<file path="src/rtl/pq_pkg.sv">
// Shared types and sizing for the sorted-array priority queue.
// Key width and tag width are fixed here; the top may use fewer slots than QUEUE_DEPTH.
package pq_pkg;

  localparam int unsigned QUEUE_DEPTH = 8;
  localparam int unsigned DATA_WIDTH  = 8;
  localparam bit          MAX_FIRST   = 1'b0;
  localparam int unsigned CNT_WIDTH   = $clog2(QUEUE_DEPTH);
  localparam int unsigned ID_WIDTH    = CNT_WIDTH + 1;

  typedef struct packed {
    logic [DATA_WIDTH-1:0] data;
    logic [ID_WIDTH-1:0]   id;
  } cell_t;

  // Strict comparison: equal keys never outrank each other.
  function automatic logic cell_outranks(input logic [DATA_WIDTH-1:0] a,
                                         input logic [DATA_WIDTH-1:0] b,
                                         input bit                    max_first);
    return max_first ? (a > b) : (a < b);
  endfunction

endpackage

</file>
<file path="src/rtl/pq_slot.sv">
// One slot of the systolic sorted array: local comparator plus next-state select.
// Purely combinational; the storage flops live in the top level.
module pq_slot import pq_pkg::*; #(
  parameter bit MaxFirst = 1'b0,
  parameter bit IsHead   = 1'b0
) (
  input  cell_t cell_i,
  input  logic  valid_i,
  input  cell_t prev_cell_i,
  input  logic  prev_valid_i,
  input  logic  prev_outranks_i,
  input  cell_t next_cell_i,
  input  logic  next_valid_i,
  input  logic  next_outranks_i,
  input  cell_t new_cell_i,
  input  logic  push_fire_i,
  input  logic  pop_fire_i,
  output cell_t cell_d_o,
  output logic  valid_d_o,
  output logic  outranks_o
);

  logic rep_prev_outranks;

  assign outranks_o = !valid_i | cell_outranks(new_cell_i.data, cell_i.data, MaxFirst);

  // After a pop, the remaining array is shifted by one, so this slot's own comparator
  // plays the role of the "previous" slot for insertion; the head has no predecessor.
  assign rep_prev_outranks = IsHead ? 1'b0 : outranks_o;

  always_comb begin
    cell_d_o  = cell_i;
    valid_d_o = valid_i;
    unique case ({push_fire_i, pop_fire_i})
      2'b10: begin
        if (outranks_o) begin
          if (prev_outranks_i) begin
            cell_d_o  = prev_cell_i;
            valid_d_o = prev_valid_i;
          end else begin
            cell_d_o  = new_cell_i;
            valid_d_o = 1'b1;
          end
        end
      end
      2'b01: begin
        // Keep stale data when nothing valid moves in so an emptied head holds its value.
        if (next_valid_i) begin
          cell_d_o = next_cell_i;
        end
        valid_d_o = next_valid_i;
      end
      2'b11: begin
        if (!next_outranks_i) begin
          cell_d_o  = next_cell_i;
          valid_d_o = next_valid_i;
        end else if (!rep_prev_outranks) begin
          cell_d_o  = new_cell_i;
          valid_d_o = 1'b1;
        end
      end
      default: ;
    endcase
  end

endmodule

</file>
<file path="src/rtl/pq_sorted_array.sv">
// Register-based priority queue kept fully sorted; slot 0 is always the head.
// Supports push, pop, same-cycle replace and flush with valid/ready handshakes.
module pq_sorted_array import pq_pkg::*; #(
  parameter int unsigned QUEUE_DEPTH = pq_pkg::QUEUE_DEPTH,
  parameter bit          MAX_FIRST   = pq_pkg::MAX_FIRST,
  localparam int unsigned CntW       = $clog2(QUEUE_DEPTH)
) (
  input  logic          clk_i,
  input  logic          rst_i,
  input  logic          flush_i,
  input  logic          push_valid_i,
  output logic          push_ready_o,
  input  cell_t         push_cell_i,
  output logic          pop_valid_o,
  input  logic          pop_ready_i,
  output cell_t         pop_cell_o,
  output logic [CntW:0] count_o,
  output logic          empty_o,
  output logic          full_o
);

  localparam logic [CntW:0] FullCount = (CntW + 1)'(QUEUE_DEPTH);

  cell_t [QUEUE_DEPTH-1:0] slot_q, slot_d, slot_nx;
  logic  [QUEUE_DEPTH-1:0] valid_q, valid_d, valid_nx, outranks;
  logic  [CntW:0]          count_q, count_d;
  logic                    push_fire, pop_fire;

  assign full_o       = (count_q == FullCount);
  assign empty_o      = (count_q == '0);
  assign count_o      = count_q;
  assign pop_valid_o  = valid_q[0];
  assign pop_cell_o   = slot_q[0];
  assign push_ready_o = !flush_i & (!full_o | pop_ready_i);
  assign push_fire    = push_valid_i & push_ready_o;
  assign pop_fire     = valid_q[0] & pop_ready_i & !flush_i;

  for (genvar i = 0; i < QUEUE_DEPTH; i++) begin : g_slot
    cell_t prev_cell, next_cell;
    logic  prev_valid, prev_or, next_valid, next_or;

    if (i == 0) begin : g_first
      assign prev_cell  = '0;
      assign prev_valid = 1'b0;
      assign prev_or    = 1'b0;
    end else begin : g_prev
      assign prev_cell  = slot_q[i-1];
      assign prev_valid = valid_q[i-1];
      assign prev_or    = outranks[i-1];
    end

    // Beyond the last slot behaves like an always-free position.
    if (i == QUEUE_DEPTH - 1) begin : g_last
      assign next_cell  = '0;
      assign next_valid = 1'b0;
      assign next_or    = 1'b1;
    end else begin : g_next
      assign next_cell  = slot_q[i+1];
      assign next_valid = valid_q[i+1];
      assign next_or    = outranks[i+1];
    end

    pq_slot #(
      .MaxFirst (MAX_FIRST),
      .IsHead   (i == 0)
    ) u_slot (
      .cell_i          (slot_q[i]),
      .valid_i         (valid_q[i]),
      .prev_cell_i     (prev_cell),
      .prev_valid_i    (prev_valid),
      .prev_outranks_i (prev_or),
      .next_cell_i     (next_cell),
      .next_valid_i    (next_valid),
      .next_outranks_i (next_or),
      .new_cell_i      (push_cell_i),
      .push_fire_i     (push_fire),
      .pop_fire_i      (pop_fire),
      .cell_d_o        (slot_nx[i]),
      .valid_d_o       (valid_nx[i]),
      .outranks_o      (outranks[i])
    );
  end

  always_comb begin
    slot_d  = slot_nx;
    valid_d = valid_nx;
    count_d = count_q + (CntW + 1)'(push_fire) - (CntW + 1)'(pop_fire);
    if (flush_i) begin
      slot_d  = '0;
      valid_d = '0;
      count_d = '0;
    end
  end

  always_ff @(posedge clk_i) begin
    if (rst_i) begin
      slot_q  <= '0;
      valid_q <= '0;
      count_q <= '0;
    end else begin
      slot_q  <= slot_d;
      valid_q <= valid_d;
      count_q <= count_d;
    end
  end

endmodule

</file>
<file path="config.mk">
export PLATFORM = sky130hd
export DESIGN_NAME = pq_sorted_array
export DESIGN_NICKNAME = d
export VERILOG_FILES = /design/src/rtl/pq_pkg.sv /design/src/rtl/pq_slot.sv /design/src/rtl/pq_sorted_array.sv
export SDC_FILE = /design/constraint.sdc
export NUM_CORES = 1
export LEC_CHECK = 0
export ABC_AREA = 1
export BUFFER_PORTS_ARGS = -buffer_cell sky130_fd_sc_hd__buf_2
export CELL_PAD_IN_SITES_DETAIL_PLACEMENT = 1
export CELL_PAD_IN_SITES_GLOBAL_PLACEMENT = 2
export CORE_MARGIN = 2
export CORE_UTILIZATION = 37
export DETAILED_ROUTE_END_ITERATION = 10
export GPL_ROUTABILITY_DRIVEN = 0
export MAX_ROUTING_LAYER = met4
export PLACE_DENSITY_LB_ADDON = 0.1
export SLEW_MARGIN = 20
export SYNTH_ARGS = -nofsm -noshare
export SYNTH_HDL_FRONTEND = slang
export SYNTH_SLANG_ARGS = --single-unit
</file>
<file path="constraint.sdc">
create_clock -name clk_i -period 5.5 [get_ports clk_i]
set_input_delay 0.55 -clock clk_i [delete_from_list [all_inputs] [get_ports clk_i]]
set_output_delay 0.55 -clock clk_i [all_outputs]
set_load 0.1 [all_outputs]
</file>
==> results of run 1 <==
==> logic make-up after synthesis <==
| kind of cell | count (synthesis) | share of synthesized area |
|---|---|---|
| flip-flops | 108 | 0.219 |
| XOR/XNOR | 1 | 0.000888 |
| buffers and inverters | 356 | 0.154 |
| AND/OR/NAND/NOR | 863 | 0.393 |
| AO/OA/AOI/OAI | 263 | 0.148 |
| adder cells (fa/ha/maj) | 67 | 0.0858 |
==> flip-flops by register name, summed over array words and instances (netlist names) <==
register,flops
count_o,4
g_slot.next_cell,84
pop_cell_o,12
valid_q,8
==> layout by cell type (no fill, tap or decap), drive strengths merged <==
| cell | instances |
|---|---|
| o211ai | 18 |
| clkinvlp | 1 |
| nor3 | 1 |
| inv | 241 |
| nand2 | 406 |
| xor2 | 1 |
| a21oi | 200 |
| a31oi | 1 |
| a211oi | 1 |
| fa | 1 |
| o21ai | 36 |
| a22oi | 1 |
| nor2 | 69 |
| nor3b | 3 |
| clkinv | 3 |
| dfxtp | 108 |
| buf | 49 |
| o21a | 6 |
| ha | 66 |
| clkbuf | 13 |
| nand3 | 384 |
==> final cells by class <==
| type | instances | share of cell area |
|---|---|---|
| Multi-Input combinational cell | 1194 | 0.604 |
| Timing Repair Buffer | 49 | 0.0294 |
| Clock inverter | 3 | 0.00206 |
| Clock buffer | 13 | 0.0252 |
| Tap cell | 335 | 0.0407 |
| Sequential cell | 108 | 0.210 |
| Inverter | 242 | 0.0886 |
==> per-stage QoR <==
step	instances	power, mW	hold WS (ns)	util
3_5_place_dp	1928	1.39	0.553	0.383
4_1_cts	1944	2.07	0.567	0.394
3_3_place_gp	1928	1.37	0.533	0.383
2_1_floorplan	1658	1.25	0.512	-
6_report	1944	2.04	0.569	0.395
5_1_grt	1944	2.16	0.606	0.395
==> path summary, 6_finish.rpt <==
check / startpoint / to / cells past startpoint
min: g_slot[6].next_cell[1]$_SDFFE_PP0P_ / g_slot[6].next_cell[1]$_SDFFE_PP0P_ / 4
min reg2reg: g_slot[6].next_cell[1]$_SDFFE_PP0P_ / g_slot[6].next_cell[1]$_SDFFE_PP0P_ / 4
max: valid_q[0]$_SDFFE_PP0P_ / g_slot[0].next_cell[7]$_SDFFE_PP0P_ / 11
max reg2reg: valid_q[0]$_SDFFE_PP0P_ / g_slot[0].next_cell[7]$_SDFFE_PP0P_ / 11
==> critical path, stage by stage, from the launching register on <==
cell and delay [ns]:
dfxtp_1 0.49, nand3_4 0.57, inv_2 0.30, ha_1 0.53, clkinv_1 0.49, nor2_4 0.67, inv_1 0.41, nor2_1 0.21
nor2_1 0.06, nand3_1 0.08, nand2_1 0.05, inv_1 0.05
==> where the power goes <==
group	leakage [nW]	internal, mW	total [mW]	switching (mW)
logic	3.93	0.151	0.527	0.377
clock network	0.136	0.334	0.672	0.338
registers	0.878	0.810	0.843	0.0337
total	4.94	1.29	2.04	0.748
==> layer usage <==
layer / share of wire / wire length [um] / up-vias / GRT usage
met5: 0 / 0 / - / -
met4: 0.024 / 903 / 0 / 0.0813
met3: 0.027 / 992 / 55 / 0.0246
met2: 0.49 / 18100 / 185 / 0.476
met1: 0.46 / 16900 / 5123 / 0.341
li1: - / - / 5281 / -
==> run metrics, run 1 <==
run status=finished with violations; failing checks=DRC; CP Launch Type=register; class of the worst hold path=reg2reg; CTS clk-pin slew, worst paths=around 0.080 ns; Tcrit/Tclk final=0.728; r2r setup slk=roughly 1.5 ns; share of the synthesized area in the top cell type=0.219; cts-stage hold buffer count=0; via count=10,600; vias in the first global route=10,800; total gr overflow=0; Critical Path End Type=register; Cells after Synth=1,658; RSZ-0062 raised after global routing=false; std cell rows=between 50 and 60; first-pass GRT wire length=roughly 60,000 um; Post-CTS Setup Bufs=0; crit-path max FO=51; Synth Flop Type=dfxtp_1; Seq/Total Area, Yosys=0.219; Skew-Pair Late Insertion Delay=~0.37 ns; WL/cell=19.0 um; setup tns final=0 ns; Worst Path Arrival=4.32 ns; Area growth, synth to finish=4.57%; Tmin final=4.00 ns; multi-input combinational cell area=a little over 0.006 sq mm; antenna violations before repair=0; TritonCTS Buffers=9; top post-synthesis cells by count=nand2_1 (383), nand3_1 (381), inv_1 (233), a21oi_1 (181), dfxtp_1 (108); final slew viol count=0; post-synth top area cell=dfxtp_1; PostCTS Resize Cnt=0; Post-Place Setup Slack=1.31 ns; most frequent cell after synthesis=nand2_1; layout cells sized above 1=0.0783; Slew @ Worst Pin=1.08 ns; final setup vio count=0; DIE WIDTH=167 um; Req. time, crit path=approximately 5.8 ns; DRT antenna net count=0; critical path class=reg2reg; I/O pins=37; filler cell count=3,582; Total GRT Usage=0.275; total area of sequential cells=0.00216 sq mm; Post-synth ARST share=0; vias per inst=~5.5; Unique masters post-synth=34; chip height=167 um; drt initial violations=639; starting density of the core=0.377; synthesized flop and latch total=108; Die Area=0.0280 sq mm; Syn Std Cell Area=0.00986 sq mm; CTS tree=done; Pwr Density=198 mW/mm^2; hpwl dp=25,400 um; Final WS setup=1.50 ns; syn nets=1,742; Slew headroom=0.278; Routed WL=roughly 37,000 um; P_leak=4.94 nW; I/O Buffers=36; skew final=0.00769 ns; Finished Cell Area=about 0.010 sq mm; Syn. warnings=0; Max-Cap Viols=0; placed cell area=0.0100 sq mm; H-tree depth=3; largest net degree at the start of global routing=80; Peak supply drop=around 0.00013 V; top cells by area, synth=dfxtp_1 (22%), nand3_1 (19%), nand2_1 (15%), a21oi_1 (9.2%), inv_1 (8.9%); CTS max path bufs=2; CTS Sinks=108; Root Driver=clkbuf_16; Post-synth EDFFs=0; n_diodes=0; Final Hold Fails=0; Pre-antenna DRT Iters=8; layout net count=1,688; Core Area=~0.026 sq mm; syn_area_per_cell=5.95 sq um; FMAX=250 MHz; DRC Markers=1
(Power assumes the default switching activity.)
==> run 2, diff against run 1 <==
--- a/config.mk
+++ b/config.mk
@@ -10,7 +10,7 @@
 export CELL_PAD_IN_SITES_DETAIL_PLACEMENT = 1
 export CELL_PAD_IN_SITES_GLOBAL_PLACEMENT = 2
 export CORE_MARGIN = 2
-export CORE_UTILIZATION = 37
+export CORE_UTILIZATION = 34
 export DETAILED_ROUTE_END_ITERATION = 10
 export GPL_ROUTABILITY_DRIVEN = 0
 export MAX_ROUTING_LAYER = met4
==> constraint.sdc (replaced) <==
create_clock -name clk_i -period 4 [get_ports clk_i]
set_input_delay 0.4 -clock clk_i [delete_from_list [all_inputs] [get_ports clk_i]]
set_output_delay 0.4 -clock clk_i [all_outputs]
set_load 0.1 [all_outputs]
==> run 2 against run 1 <==
Effect of this change:
- the run now ends clean
- wire length is 8.1% higher
- global-route usage down 0.30 points
- critical path depth is 5 higher
- sequential share of layout area shrank 0.49 points
- critical endpoint is now g_slot[0].next_cell[6]$_SDFFE_PP0P_
- clock skew is essentially flat
- die area grew 8.6%
- first-iteration DRC count down 13%
- sequential cell count stayed put
==> run metrics, run 2 (synthesis gave the netlist of run 1 again) <==
CP peak stage delay=0.54 ns (-0.13 ns); Max-Cap Viols=0 (unchanged); P_leak=5.05 nW (+2.2%); Core Area=0.0286 sq mm (+9.5%); CTS max path bufs=2 (unchanged); CP Launch Type=register; I/O Buffers=36 (unchanged); WL/cell=19.9 um (+4.7%); Net Sw Frac=0.353 (-0.0128); critical path, cell by cell=inv_1 > ha_1 > nor3b_4 > nand2_1 > nand2_1 > inv_1 > nand2_1 > ha_1 > clkinv_1 > nor2_4 > inv_1 > nor2_1 > nor2_1 > nand3_1 > nand2_1 > inv_1; FMAX=326 MHz (+31%); Post-CTS Setup Bufs=0 (unchanged); antenna violations before repair=0 (unchanged); Post-Place Setup Slack=0.965 ns (-0.346 ns); CTS Sinks=108 (unchanged); Tcrit/Tclk final=0.766 (+0.0380); first-pass GRT wire length=62,500 um (+5.1%); cts-stage hold buffer count=0 (unchanged); final core utilization=0.369 (-0.0253); switching power=1.07 mW (+43%); Die Area=0.0304 sq mm (+8.6%); chip height=174 um (+4.2%); final setup vio count=0 (unchanged); Peak supply drop=0.000248 V (+85%); Final Hold Fails=0 (unchanged); class of the worst hold path=reg2reg; skew final=0.00793 ns (+0.000241 ns); DRC Markers=0 (-1); Seq pwr share=0.381 (-0.032); Pre-antenna DRT Iters=6 (-2); Root Driver=clkbuf_16; n_diodes=0 (unchanged); Worst Path Arrival=3.39 ns (-0.93 ns); Area growth, synth to finish=7.20%; Hold WS=0.538 ns (-0.0316 ns); Total GRT Usage=0.272 (-0.00297); CTS tree=done; Pwr Density=287 mW/mm^2 (+45%); most common cell after layout, fill and taps aside=nand2_1; DRT antenna net count=0 (unchanged); H-tree depth=3 (unchanged); largest net degree at the start of global routing=69 (-14%); max reg flops=84 (unchanged); vias per inst=5.36 (-2.1%); layout net count=1,702 (+0.83%); RSZ-0062 raised after global routing=false; final slew viol count=0 (unchanged); std cell rows=62 (+5.1%); critical path class=reg2reg; Tmin final=3.06 ns (-0.939 ns); Buf/Inv on CP=5 (+1); Final WS setup=0.937 ns (-0.561 ns); starting density of the core=0.344 (-0.0329); setup tns final=0 ns (unchanged); run status=finished, final reports clean; total gr overflow=0 (unchanged); DIE WIDTH=174 um (+4.2%); Req. time, crit path=4.33 ns (-1.49 ns); Slew @ Worst Pin=0.912 ns (-0.170 ns); hpwl dp=27,300 um (+7.7%); crit-path max FO=15 (-71%); Skew-Pair Late Insertion Delay=0.38 ns (about the same); TritonCTS Buffers=9 (unchanged); CTS clk-pin slew, worst paths=0.08 ns (about the same); crit-path leading delay family=simple AND/OR/NAND/NOR gates; Final Power=3.03 mW (+48%); PostCTS Resize Cnt=0 (unchanged); Routed WL=39,900 um (+8.1%); layout cells sized above 1=0.0900 (+0.0116); Critical Path End Type=register; vias in the first global route=11,100 (+2.9%); I/O pins=37 (unchanged); slowest CP cell=nor2_4; Clock power frac=0.372 (+0.043); most frequent cells in the layout=nand2_1 (383), nand3_1 (381), inv_1 (233), a21oi_1 (181), dfxtp_1 (106); via count=10,800 (+1.1%); drt initial violations=559 (-13%); design internal power=1.96 mW (+51%); combinational share of power=0.247 (-0.011); Slew headroom=0.392 (+0.114)
## run 2: power by group through the flow
stage / clock network [mW] / registers (mW) / logic, mW
after floorplan: 0 / 1.20 / 0.513
after global placement: 0 / 1.18 / 0.736
after detailed placement: 0 / 1.18 / 0.749
after CTS: 1.16 / 1.15 / 0.753
after global routing: 1.20 / 1.16 / 0.839
final: 1.13 / 1.15 / 0.749
## run 2: per-layer routing
metal | GRT usage | vias up | part of all wire
met2 | 0.475 | 150 | 0.50
met1 | 0.326 | 5246 | 0.45
li1 | - | 5311 | -
met5 | - | - | 0
met3 | 0.0313 | 56 | 0.023
met4 | 0.0854 | 0 | 0.028
## run 2: cell type report
| class | instances | area, sq um |
|---|---|---|
| fill | 3855 | 18100 |
| multi-input combinational | 1194 | 6240 |
| sequential | 108 | 2160 |
| inverter | 242 | 913 |
| tap | 384 | 480 |
| timing repair buffer | 63 | 420 |
| clock buffer | 10 | 239 |
| clock inverter | 6 | 111 |
## run 2: tightest hold or removal path, stage by stage (launching register included)
cell	delay [ns]
dfxtp_1	0.35
o21ai_0	0.08
a21oi_1	0.06
## run 2: through the flow
step / instances / cell area [sq um]
5_1_grt: 2007 / 10600
4_1_cts: 2007 / 10600
3_5_place_dp: 1991 / 10200
3_3_place_gp: 1991 / 10200
2_1_floorplan: 1658 / 9870
6_report: 2007 / 10600
## run 2: final timing paths
path | from | end | slack, ns | depth (start not counted)
setup / recovery | count_o[2]$_SDFF_PP0_ | g_slot[0].next_cell[6]$_SDFFE_PP0P_ | 0.94 | 16
hold / removal | pop_cell_o[7]$_SDFFE_PP0P_ | pop_cell_o[7]$_SDFFE_PP0P_ | 0.54 | 2
setup reg to reg | count_o[2]$_SDFF_PP0_ | g_slot[0].next_cell[6]$_SDFFE_PP0P_ | 0.94 | 16
hold reg to reg | pop_cell_o[7]$_SDFFE_PP0P_ | pop_cell_o[7]$_SDFFE_PP0P_ | 0.54 | 2
==> run 3, diff against run 2 <==
==> constraint.sdc (replaced) <==
create_clock -name clk_i -period 2.93 [get_ports clk_i]
set_input_delay 0.293 -clock clk_i [delete_from_list [all_inputs] [get_ports clk_i]]
set_output_delay 0.293 -clock clk_i [all_outputs]
set_load 0.1 [all_outputs]
==> run 3 against run 2 <==
Effect of this change:
- utilization grew 1.3 points
- sequential share of layout area shrank 0.63 points
- global-route usage grew 0.82 points
- clock power grew 17%
- clock skew grew 0.0022 ns
- sequential cell count is the same
- wire length grew 2.5%
- non-clock buffer count grew 40
- fmax grew 19%
- critical path type unchanged
- highest routed layer unchanged
==> run metrics, run 3 (synthesis gave the netlist of run 1 again) <==
CTS clk-pin slew, worst paths=0.08 ns (about the same); final slew viol count=0 (unchanged); std cell rows=62 (unchanged); Die Area=0.0304 sq mm (unchanged); PostCTS Resize Cnt=0 (unchanged); starting density of the core=0.344 (unchanged); largest net degree at the start of global routing=64 (-7.2%); Pwr Density=364 mW/mm^2 (+27%); WL/cell=20.0 um (+0.54%); critical path, cell by cell=inv_2 > ha_4 > nor3b_4 > nand2_1 > nand2_2 > clkinvlp_4 > nand2_4 > ha_4 > clkinv_2 > nor2_4 > buf_4 > a21oi_1 > nand3_1 > o211ai_1 > inv_1; I/O pins=37 (unchanged); Tmin final=2.57 ns (-0.496 ns); Post-CTS Setup Bufs=0 (unchanged); combinational share of power=0.271 (+0.024); switching power=1.49 mW (+39%); TritonCTS Buffers=9 (unchanged); class of the worst hold path=in2reg; CTS Sinks=108 (unchanged); Net Sw Frac=0.373 (+0.0194); H-tree depth=3 (unchanged); skew final=0.0101 ns (+0.00215 ns); crit-path max FO=28 (+13); layout cells sized above 1=0.119 (+0.0291); final setup vio count=0 (unchanged); DIE WIDTH=174 um (unchanged); slowest CP cell=buf_4; I/O Buffers=36 (unchanged); Tcrit/Tclk final=0.876 (+0.110); Slew headroom=0.427 (+0.0353); CP most frequent cell=ha_4; CTS max path bufs=2 (unchanged); Root Driver=clkbuf_16; CP Launch Type=register; CTS tree=done; Inst Count DP=2,031 (+2.0%); first-pass GRT wire length=64,100 um (+2.7%); fin cells=2,047 (+2.0%); chip height=174 um (unchanged); placed cell area=0.0107 sq mm (+4.3%); Skew-Pair Late Insertion Delay=0.39 ns (about the same); design internal power=2.50 mW (+28%); hpwl dp=28,800 um (+5.5%); max reg flops=84 (unchanged); Pre-antenna DRT Iters=5 (-1); Area growth, synth to finish=11.0%; Finished Cell Area=0.0109 sq mm (+3.6%); Final WS setup=0.363 ns (-0.574 ns); final core utilization=0.382 (+0.0131); run status=finished, final reports clean; drt initial violations=564 (+0.89%); DRC Markers=0 (unchanged); Critical Path End Type=register; Req. time, crit path=3.26 ns (-1.07 ns); Worst Path Arrival=2.90 ns (-0.49 ns); DRT antenna net count=0 (unchanged); critical path class=reg2reg; antenna violations before repair=0 (unchanged); total gr overflow=0 (unchanged); Core Area=0.0286 sq mm (unchanged); Slew @ Worst Pin=0.859 ns (-0.0530 ns); Max-Cap Viols=0 (unchanged); CP peak stage delay=0.38 ns (-0.16 ns); vias per inst=5.35 (-0.27%); cts-stage hold buffer count=0 (unchanged); RSZ-0062 raised after global routing=false; Final Power=3.99 mW (+32%); Final Hold Fails=0 (unchanged); most frequent cells in the layout=nand2_1 (381), nand3_1 (381), inv_1 (229), a21oi_1 (181), dfxtp_1 (104); vias in the first global route=11,000 (-0.71%); n_diodes=0 (unchanged); FMAX=390 MHz (+19%); layout net count=1,742 (+2.4%); Routed WL=40,900 um (+2.5%); Clock power frac=0.332 (-0.040); via count=10,900 (+1.7%); Total GRT Usage=0.280 (+0.00817); Seq pwr share=0.397 (+0.016); Post-Place Setup Slack=0.302 ns (-0.663 ns); P_leak=5.25 nW (+3.9%); Peak supply drop=0.000279 V (+12%)
[run 3: final cells by class]
type	count	area, sq um
clock buffer	13	270
clock inverter	3	20.0
fill	3854	17700
inverter	242	921
multi-input combinational	1194	6270
sequential	108	2170
tap	384	480
timing repair buffer	103	808
[run 3: worst paths after layout]
| check | from | to | slack, ns | cells past startpoint |
|---|---|---|---|---|
| setup / recovery | count_o[2]$_SDFF_PP0_ | valid_q[2]$_SDFFE_PP0P_ | 0.36 | 15 |
| hold / removal | push_cell_i[9] | pop_cell_o[9]$_SDFFE_PP0P_ | 0.43 | 5 |
| setup reg to reg | count_o[2]$_SDFF_PP0_ | valid_q[2]$_SDFFE_PP0P_ | 0.36 | 15 |
| hold reg to reg | pop_cell_o[7]$_SDFFE_PP0P_ | pop_cell_o[7]$_SDFFE_PP0P_ | 0.55 | 2 |
[run 3: per-stage QoR]
step / hold WS [ns] / setup TNS [ns]
finish: 0.433 / 0
CTS: 0.419 / 0
global placement: 0.512 / 0
detailed placement: 0.535 / 0
floorplan: 0.505 / -71.74
global route: 0.434 / 0
[run 3: per-layer routing]
layer / track usage / routed length [um]
met2: 0.488 / 20200
met1: 0.343 / 18800
met5: - / 0
met4: 0.0725 / 846
met3: 0.0302 / 1040
[run 3: worst max-delay path: cells and delay by family, from the launching register on]
family	cells	cell delay, ns
compound gates	2	0.20
fa+ha+maj	2	0.37
buf+inv	5	0.86
flops	1	0.35
simple gates	6	0.72
[run 3: power groups by stage]
stage / combinational [mW] / sequential, mW / clock, mW
2_1_floorplan: 0.713 / 1.64 / 0
3_3_place_gp: 1.06 / 1.61 / 0
3_5_place_dp: 1.08 / 1.62 / 0
4_1_cts: 1.08 / 1.58 / 1.36
5_1_grt: 1.21 / 1.59 / 1.40
6_report: 1.08 / 1.58 / 1.32
